### src/rtl/pipe_pkg.sv
// Shared types for the decode stage: target-select encoding and the ID/EX payload layout.
package pipe_pkg;

  // Build widths of the default 32-bit, 32-register configuration.
  localparam int unsigned PipeXlen = 32;
  localparam int unsigned PipeAw   = 5;

  typedef enum logic [1:0] {
    TGT_BR   = 2'b00,
    TGT_JAL  = 2'b01,
    TGT_JALR = 2'b10
  } tgt_sel_e;

  // Payload carried from ID to EX.
  typedef struct packed {
    logic [PipeXlen-1:0] rs1_data;
    logic [PipeXlen-1:0] rs2_data;
    logic [PipeXlen-1:0] pc;
    logic [PipeXlen-1:0] tgt;
    logic [PipeAw-1:0]   rd;
    logic                is_load;
  } id_ex_t;

endpackage

### src/rtl/regfile_bypass.sv
// Register file with async clear, two combinational read ports and write-first bypass.
module regfile_bypass #(
  parameter int unsigned XLEN = 32,
  parameter int unsigned NREG = 32,
  parameter int unsigned AW   = $clog2(NREG)
) (
  input  logic            clk,
  input  logic            rst,
  input  logic            wb_load,
  input  logic [AW-1:0]   wb_rd,
  input  logic [XLEN-1:0] wb_data,
  input  logic [AW-1:0]   rs1,
  input  logic [AW-1:0]   rs2,
  output logic [XLEN-1:0] rs1_data,
  output logic [XLEN-1:0] rs2_data
);

  logic [XLEN-1:0] mem_q [NREG];
  logic [XLEN-1:0] mem_d [NREG];
  logic            wr_en;

  assign wr_en = wb_load && (wb_rd != '0);

  // Next-state of the array: one entry updated on writeback, register 0 never written.
  always_comb begin
    mem_d = mem_q;
    if (wr_en) begin
      mem_d[wb_rd] = wb_data;
    end
  end

  // Array storage, cleared asynchronously.
  always_ff @(posedge clk or posedge rst) begin
    if (rst) begin
      for (int i = 0; i < int'(NREG); i++) begin
        mem_q[i] <= '0;
      end
    end else begin
      mem_q <= mem_d;
    end
  end

  // Reads: register 0 is hard zero; an in-flight writeback to the same index wins.
  always_comb begin
    rs1_data = mem_q[rs1];
    rs2_data = mem_q[rs2];
    if (wr_en && (wb_rd == rs1)) rs1_data = wb_data;
    if (wr_en && (wb_rd == rs2)) rs2_data = wb_data;
    if (rs1 == '0) rs1_data = '0;
    if (rs2 == '0) rs2_data = '0;
  end

endmodule

### src/rtl/id_stage_pipe.sv
// Decode stage: operand read with bypass, target adder, load-use hazard and ID/EX register.
module id_stage_pipe
  import pipe_pkg::*;
#(
  parameter int unsigned XLEN = 32,
  parameter int unsigned NREG = 32,
  parameter int unsigned AW   = $clog2(NREG)
) (
  input  logic            clk,
  input  logic            rst,
  input  logic            id_valid,
  output logic            id_ready,
  input  logic [AW-1:0]   id_rs1,
  input  logic [AW-1:0]   id_rs2,
  input  logic [AW-1:0]   id_rd,
  input  logic [XLEN-1:0] id_pc,
  input  logic [XLEN-1:0] id_b_imm,
  input  logic [XLEN-1:0] id_j_imm,
  input  logic [XLEN-1:0] id_i_imm,
  input  logic [1:0]      id_tgt_sel,
  input  logic            id_is_load,
  input  logic            wb_load,
  input  logic [AW-1:0]   wb_rd,
  input  logic [XLEN-1:0] wb_data,
  input  logic            flush,
  input  logic            ex_ready,
  output logic            ex_valid,
  output logic [XLEN-1:0] ex_rs1_data,
  output logic [XLEN-1:0] ex_rs2_data,
  output logic [XLEN-1:0] ex_pc,
  output logic [XLEN-1:0] ex_tgt,
  output logic [AW-1:0]   ex_rd,
  output logic            ex_is_load
);

  logic [XLEN-1:0] rs1_data, rs2_data;
  logic [XLEN-1:0] jalr_sum, tgt;
  logic            advance, hazard;

  logic            ex_valid_q, ex_valid_d;
  logic [XLEN-1:0] ex_rs1_data_q, ex_rs1_data_d;
  logic [XLEN-1:0] ex_rs2_data_q, ex_rs2_data_d;
  logic [XLEN-1:0] ex_pc_q, ex_pc_d;
  logic [XLEN-1:0] ex_tgt_q, ex_tgt_d;
  logic [AW-1:0]   ex_rd_q, ex_rd_d;
  logic            ex_is_load_q, ex_is_load_d;

  regfile_bypass #(
    .XLEN(XLEN),
    .NREG(NREG),
    .AW  (AW)
  ) u_regfile (
    .clk     (clk),
    .rst     (rst),
    .wb_load (wb_load),
    .wb_rd   (wb_rd),
    .wb_data (wb_data),
    .rs1     (id_rs1),
    .rs2     (id_rs2),
    .rs1_data(rs1_data),
    .rs2_data(rs2_data)
  );

  // Control-flow target; the unused select code falls back to the branch target.
  always_comb begin
    jalr_sum = rs1_data + id_i_imm;
    tgt      = id_pc + id_b_imm;
    case (id_tgt_sel)
      TGT_JAL:  tgt = id_pc + id_j_imm;
      TGT_JALR: tgt = jalr_sum & {{(XLEN-1){1'b1}}, 1'b0};
      default:  ;
    endcase
  end

  // Handshake: EX slot free or draining; stall while a load in EX feeds either source.
  always_comb begin
    advance  = ~ex_valid_q | ex_ready;
    hazard   = ex_valid_q & ex_is_load_q & (ex_rd_q != '0) &
               ((ex_rd_q == id_rs1) | (ex_rd_q == id_rs2));
    id_ready = flush | (advance & ~hazard);
  end

  // ID/EX next state: flush, then bubble on hazard, then capture; payload holds otherwise.
  always_comb begin
    ex_valid_d    = ex_valid_q;
    ex_rs1_data_d = ex_rs1_data_q;
    ex_rs2_data_d = ex_rs2_data_q;
    ex_pc_d       = ex_pc_q;
    ex_tgt_d      = ex_tgt_q;
    ex_rd_d       = ex_rd_q;
    ex_is_load_d  = ex_is_load_q;
    if (flush) begin
      ex_valid_d = 1'b0;
    end else if (advance) begin
      if (hazard || !id_valid) begin
        ex_valid_d = 1'b0;
      end else begin
        ex_valid_d    = 1'b1;
        ex_rs1_data_d = rs1_data;
        ex_rs2_data_d = rs2_data;
        ex_pc_d       = id_pc;
        ex_tgt_d      = tgt;
        ex_rd_d       = id_rd;
        ex_is_load_d  = id_is_load;
      end
    end
  end

  // ID/EX pipeline register.
  always_ff @(posedge clk or posedge rst) begin
    if (rst) begin
      ex_valid_q    <= 1'b0;
      ex_rs1_data_q <= '0;
      ex_rs2_data_q <= '0;
      ex_pc_q       <= '0;
      ex_tgt_q      <= '0;
      ex_rd_q       <= '0;
      ex_is_load_q  <= 1'b0;
    end else begin
      ex_valid_q    <= ex_valid_d;
      ex_rs1_data_q <= ex_rs1_data_d;
      ex_rs2_data_q <= ex_rs2_data_d;
      ex_pc_q       <= ex_pc_d;
      ex_tgt_q      <= ex_tgt_d;
      ex_rd_q       <= ex_rd_d;
      ex_is_load_q  <= ex_is_load_d;
    end
  end

  assign ex_valid    = ex_valid_q;
  assign ex_rs1_data = ex_rs1_data_q;
  assign ex_rs2_data = ex_rs2_data_q;
  assign ex_pc       = ex_pc_q;
  assign ex_tgt      = ex_tgt_q;
  assign ex_rd       = ex_rd_q;
  assign ex_is_load  = ex_is_load_q;

endmodule

### config.mk
export PLATFORM = sky130hd
export DESIGN_NAME = id_stage_pipe
export DESIGN_NICKNAME = d
export VERILOG_FILES = /design/src/rtl/pipe_pkg.sv /design/src/rtl/regfile_bypass.sv /design/src/rtl/id_stage_pipe.sv
export SDC_FILE = /design/constraint.sdc
export NUM_CORES = 2
export LEC_CHECK = 0
export CAP_MARGIN = 25
export CORE_UTILIZATION = 34
export DETAILED_ROUTE_END_ITERATION = 16
export PLACE_DENSITY = 0.48
export SLEW_MARGIN = 0
export SYNTH_ARGS = -nofsm -noshare
export SYNTH_HDL_FRONTEND = slang
export SYNTH_HIERARCHICAL = 1
export SYNTH_SLANG_ARGS = --single-unit
### constraint.sdc
create_clock -name clk -period 43.5 [get_ports clk]
set_clock_uncertainty 0.1 [all_clocks]
set_input_delay 8.7 -clock clk [delete_from_list [all_inputs] [get_ports clk]]
set_output_delay 8.7 -clock clk [all_outputs]
set_load 0.02 [all_outputs]
# --- Yosys cells after proc, flatten, opt, wreduce, memory -nomap -nowiden ---
# Cells that the tools add are included.
word_totals:
  inputBits: 189
  regBits: 1159
  out_inout_bits: 136
  word_cells: 95
op_classes:
  n_mux: 17
  n_bitwise: 14
  addsub: 3
  eq_ne: 6
  reduce_logical: 12
  magnitude_cmp: 4
op_table:
  columns: ["op", "n"]
  rows:
  - ["$bwmux W1024", 1]
  - ["$bmux W32 S5", 2]
  - ["$mux W32", 9]
  - ["$demux W32 S5", 1]
  - ["$add A32 B32 Y32", 3]
  - ["$pmux W32 S2", 1]
  - ["$eq A5 B5 Y1", 4]
  - ["$ge A6 B6 Y1 const B", 3]
  - ["$not A5 Y6", 3]
  - ["$logic_not A5 Y1", 2]
  - ["$reduce_bool A5 Y1", 2]
  - ["$lt A6 B1 Y1 const B", 1]
  - ["$and A1 B1 Y1", 4]
  - ["$logic_and A1 B1 Y1", 4]
  - ["$not A1 Y1", 4]
  - ["$mux W1", 3]
  - ["$or A1 B1 Y1", 3]
  - ["$reduce_and A3 Y1", 1]
  - ["$eq A2 B1 Y1 const B", 1]
  - ["$eq A2 B2 Y1 const B", 1]
  - ["$reduce_bool A2 Y1", 1]
  - ["$logic_not A1 Y1", 1]
  - ["$logic_or A1 B1 Y1", 1]

# --- Longest topological paths before layout ---
depth:
  depth_word: 8
  depth_mapped: 20
  ltp_nobuf: 15

# --- Modules after synthesis ---
# Netlist, hierarchy kept.
modules_own_cells:
  columns: ["mod", "n_inst", "seq_area_each_um2", "cells_each", "area_per_inst_um2"]
  rows:
  - ["regfile_bypass", 1, 25624.6, 3851, 55518.2]
  - ["id_stage_pipe", 1, 3378.2, 937, 9371.5]

# --- Worst setup path before layout ---
# Ideal clock, no wire load.
synth_path:
  kind: "input to output"
  from: "input port id_rs2[1]"
  to: "output port id_ready"
  path_buffers: 0
  arrival_ps: 9490
  path_stages: 5
  path_slack_ps: 25210
  t_required_ps: 34700
  path_cell_list: "xor2_1 -> nor3_1 -> a22oi_1 -> o21ai_0 -> nand3_1"
synth_via:
  elab_chain_len: 6
synth_rtl:
  columns: ["element", "line", "rtl"]
  rows:
  - ["from (decl)", "id_stage_pipe.sv:14", "input logic [AW-1:0] id_rs2,"]
  - ["$eq A5 B5 Y1", "id_stage_pipe.sv:79", "((ex_rd_q == id_rs1) | (ex_rd_q == id_rs2));"]
  - ["$or A1 B1 Y1", "id_stage_pipe.sv:79", null]
  - ["$and A1 B1 Y1", "id_stage_pipe.sv:78", "hazard = ex_valid_q & ex_is_load_q & (ex_rd_q != '0) &"]
  - ["$not A1 Y1", "id_stage_pipe.sv:80", "id_ready = flush | (advance & ~hazard);"]
  - ["$and A1 B1 Y1", "id_stage_pipe.sv:80", null]
  - ["$or A1 B1 Y1", "id_stage_pipe.sv:80", null]
  - ["to (decl)", "id_stage_pipe.sv:12", "output logic id_ready,"]
# No other way between the ends.

# --- Worst setup path after layout ---
layout_path:
  from: "input port id_rs2[4]"
  to: "output port id_ready"
# Same word-level chain as after synthesis.

==> qor.yml <==
status: "finished clean"
worst-path-max-fanout: 17
worstSetupStartpoint: "id_rs2[4]"
ys_ff_latch: 1159
reg2reg_from: "u_regfile/mem_q[141]"
critPathArrivalTime_ns: 10.69
post-synth-top-area-cell: "dfrtp_1"
area_delta_synth_final_pct: 15.42
grt_start_max_net_pins: 123
pre_cts_ws_ns: 24.04
post-dp-hpwl_um: 154500
clk_path_buf_depth: 3
finalHoldViolations: 0
gp_congestion: 0.8505
cts.hold.buffers_added: 0
setup_viol: 0
cts.sinks: 1159
grt_use_met3_pct: 4.830
grt_pass1_vias: 45610
grt_pass1_wl_um: 354700
filler_cell_count: 17780
irDropWorstVdd_uv: 33.61
drc: 0
synth_cells: 4788
drv_cap: 0
io-pin-count: 325
die_h_um: 438.9
busiest_layer: "met2"
period_share_pct: 44.80
tightest_slew_ns: 1.123
gr-usage-met2_pct: 41.49
routed_wl_um: 248100
post-cts-setup-buffers: 0
cts_tree: "built"
num_vias: 44890
synth.distinct_cells: 97
avgViaCountPerCell: 5.955
die_width_um: 438.9
finalSetupTns_ns: 0
synth-main-ff-cell: "dfrtp_1"
cts_buffers: 137
synth_area_leaders: "dfrtp_1, mux2_2, mux4_2"
synth_fp_nets: 5043
ant_nets: 0
critPathRequiredTime_ns: 34.70
final_util_pct: 39.71
initial_core_util_pct: 34.41
wl_per_cell_um: 32.92
worst_slack_ns: 24.01
yosysWarnings: 6
min_from: "u_regfile/mem_q[1020]"
fmax_mhz: 51.32
synth_top_area_share_pct: 44.70
port_buffers: 324
core_area_um2: 188600
p_leak_uw: 0.03210
final_cells: 7537
nets: 5187
dieArea_um2: 192600
clk_pin_slew_ns: 0.05
clk_latency_ns: 0.80
endpoint_kind: "output pin"
cts.htree.levels: 4
layout_min_cycle_time_ns: 19.49
dp_cells: 7285
syn_area_um2: 64890
max_slew_margin_pct: 25.15
synthArstFlopShare_pct: 100.0
min_path_type: "reg2reg"
syn_avg_cell_area_um2: 13.55
antenna_found_initial: 15
rsz0062_at_grt: "no"
ys_seq_area_share_pct: 44.70
ctsResizeCount: 0
p_per_area_nw_per_um2: 46.30
drv_slew: 0
drive_above_1_share_pct: 39.62
synth_edf_count: 0
row_count: 159
root_buffer: "clkbuf_16"
start_kind: "input pin"
drt_iter0_drc: 3649
dr.pass1.iters: 5
met1_usage_pct: 34.29
grt_usage_pct: 25.61
grt_remaining_overflow: 0
path_class: "in2out"
worst max-delay path, cell delays in order:
cell and delay, ns:
buf_2 0.50, xor2_1 0.20, nor3_1 0.06, a22oi_1 0.35, o21ai_0 0.16, nand3_1 0.10, clkdlybuf4s50_1 0.60
Yosys cell counts (8+ instances only):
master     number
a221oi_1       53
a22oi_1        22
o21ai_0       112
buf_4          42
nand2_1       108
dfrtp_1      1159
nor2_1        126
a211oi_1       52
buf_1          18
a21oi_1       116
nor3b_1        12
ha_1           64
xnor2_1        31
a2111oi_0      11
xor2_1         36
nor4_1         11
nand2b_1       25
or4_1           8
o22ai_1        80
inv_1          27
nor2b_1        51
buf_6          29
o21a_1          8
a221o_1        41
and3_1         10
o211ai_1       17
nand3b_1        8
nand4_1         8
nor3_1         52
nand3_1        27
a21o_1         36
a31oi_1        21
mux4_2        400
mux2i_1       270
mux2_2       1142
buf_2         167
clkbuf_1      218
a22o_1         13
and2_1         10
o22a_1         22
metal layers:
metal	vias up	part of all wire, %
met2	1597	47
li1	18680	-
met5	-	0.023
met4	8	3.3
met1	24220	43
met3	383	6.1
power breakdown:
part	leakage [uW]	total, uW	switching (uW)	internal [uW]
clock network	0.00224	1180	485	697
logic	0.0150	848	400	448
registers	0.0148	1440	149	1290
total	0.0321	3470	1030	2430
layout make-up:
cell class                 count  area, um2  share of cell area, %
antenna                        4      10.01                0.01336
multi-input combinational   3119      33540                  44.78
inverter                      30      127.6                 0.1704
clock buffer                 216       4193                  5.598
tap                         2495       3122                  4.168
clock inverter                29      344.1                 0.4594
sequential                  1159      29000                  38.72
timing repair buffer         485       4557                  6.084
flip-flops by register name, indices dropped and copies added, names as in the netlist:
| name | cells |
|---|---|
| ex_rs1_data | 32 |
| ex_rs2_data | 32 |
| ex_valid | 1 |
| u_regfile/mem_q | 1024 |
| ex_rd | 5 |
| ex_pc | 32 |
| ex_is_load | 1 |
| ex_tgt | 32 |
cell families (layout without fill, tap and decap cells):
group           Yosys count  count (layout)  share of synthesized area [%]
flops                  1159            1159                          44.70
simple gates            487             487                          3.814
mux                    1814            1814                          37.91
xor+xnor                 67              67                         0.9043
compound gates          685             685                          7.445
other cells               0               4                              0
buf+inv                 510             760                          3.939
fa+ha+maj                66              66                          1.296
per-stage QoR:
stage	total power, uW	hold WS [ns]	area [um2]
after floorplan	1998	0.3383	64890
after global placement	2287	0.2773	70270
after detailed placement	2303	0.2804	70300
after CTS	3499	0.2940	74840
after global routing	3621	0.3087	74890
final	3468	0.2920	74900
path summary, 6_finish.rpt:
path | end | cells after the start | slack (ns)
max | id_ready | 7 | 24.01
min | u_regfile/mem_q[1020] | 0 | 0.29
max reg2reg | ex_tgt[24] | 14 | 38.66
min reg2reg | u_regfile/mem_q[1020] | 0 | 0.29
max in group asynchronous | u_regfile/mem_q[184] | 6 | 30.63
min in group asynchronous | ex_rs2_data[7] | 2 | 8.48
placed cells by master, fill, tap and decap left out, types with 27 or more instances in the layout:
| master | n |
|---|---|
| nor3_1 | 51 |
| a21o_1 | 36 |
| mux4_2 | 400 |
| o21ai_0 | 112 |
| a211oi_1 | 52 |
| a21oi_1 | 116 |
| o22ai_1 | 80 |
| buf_4 | 155 |
| mux2_2 | 1142 |
| ha_1 | 64 |
| clkbuf_8 | 35 |
| a221o_1 | 41 |
| nand2_1 | 92 |
| nor2_1 | 113 |
| xor2_1 | 36 |
| clkdlybuf4s50_1 | 314 |
| mux2i_1 | 270 |
| nor2b_1 | 47 |
| xnor2_1 | 31 |
| clkbuf_16 | 143 |
| clkbuf_1 | 39 |
| a221oi_1 | 53 |
| nand3_1 | 27 |
| dfrtp_1 | 1159 |
No activity file was read; power rests on OpenSTA's default activity.
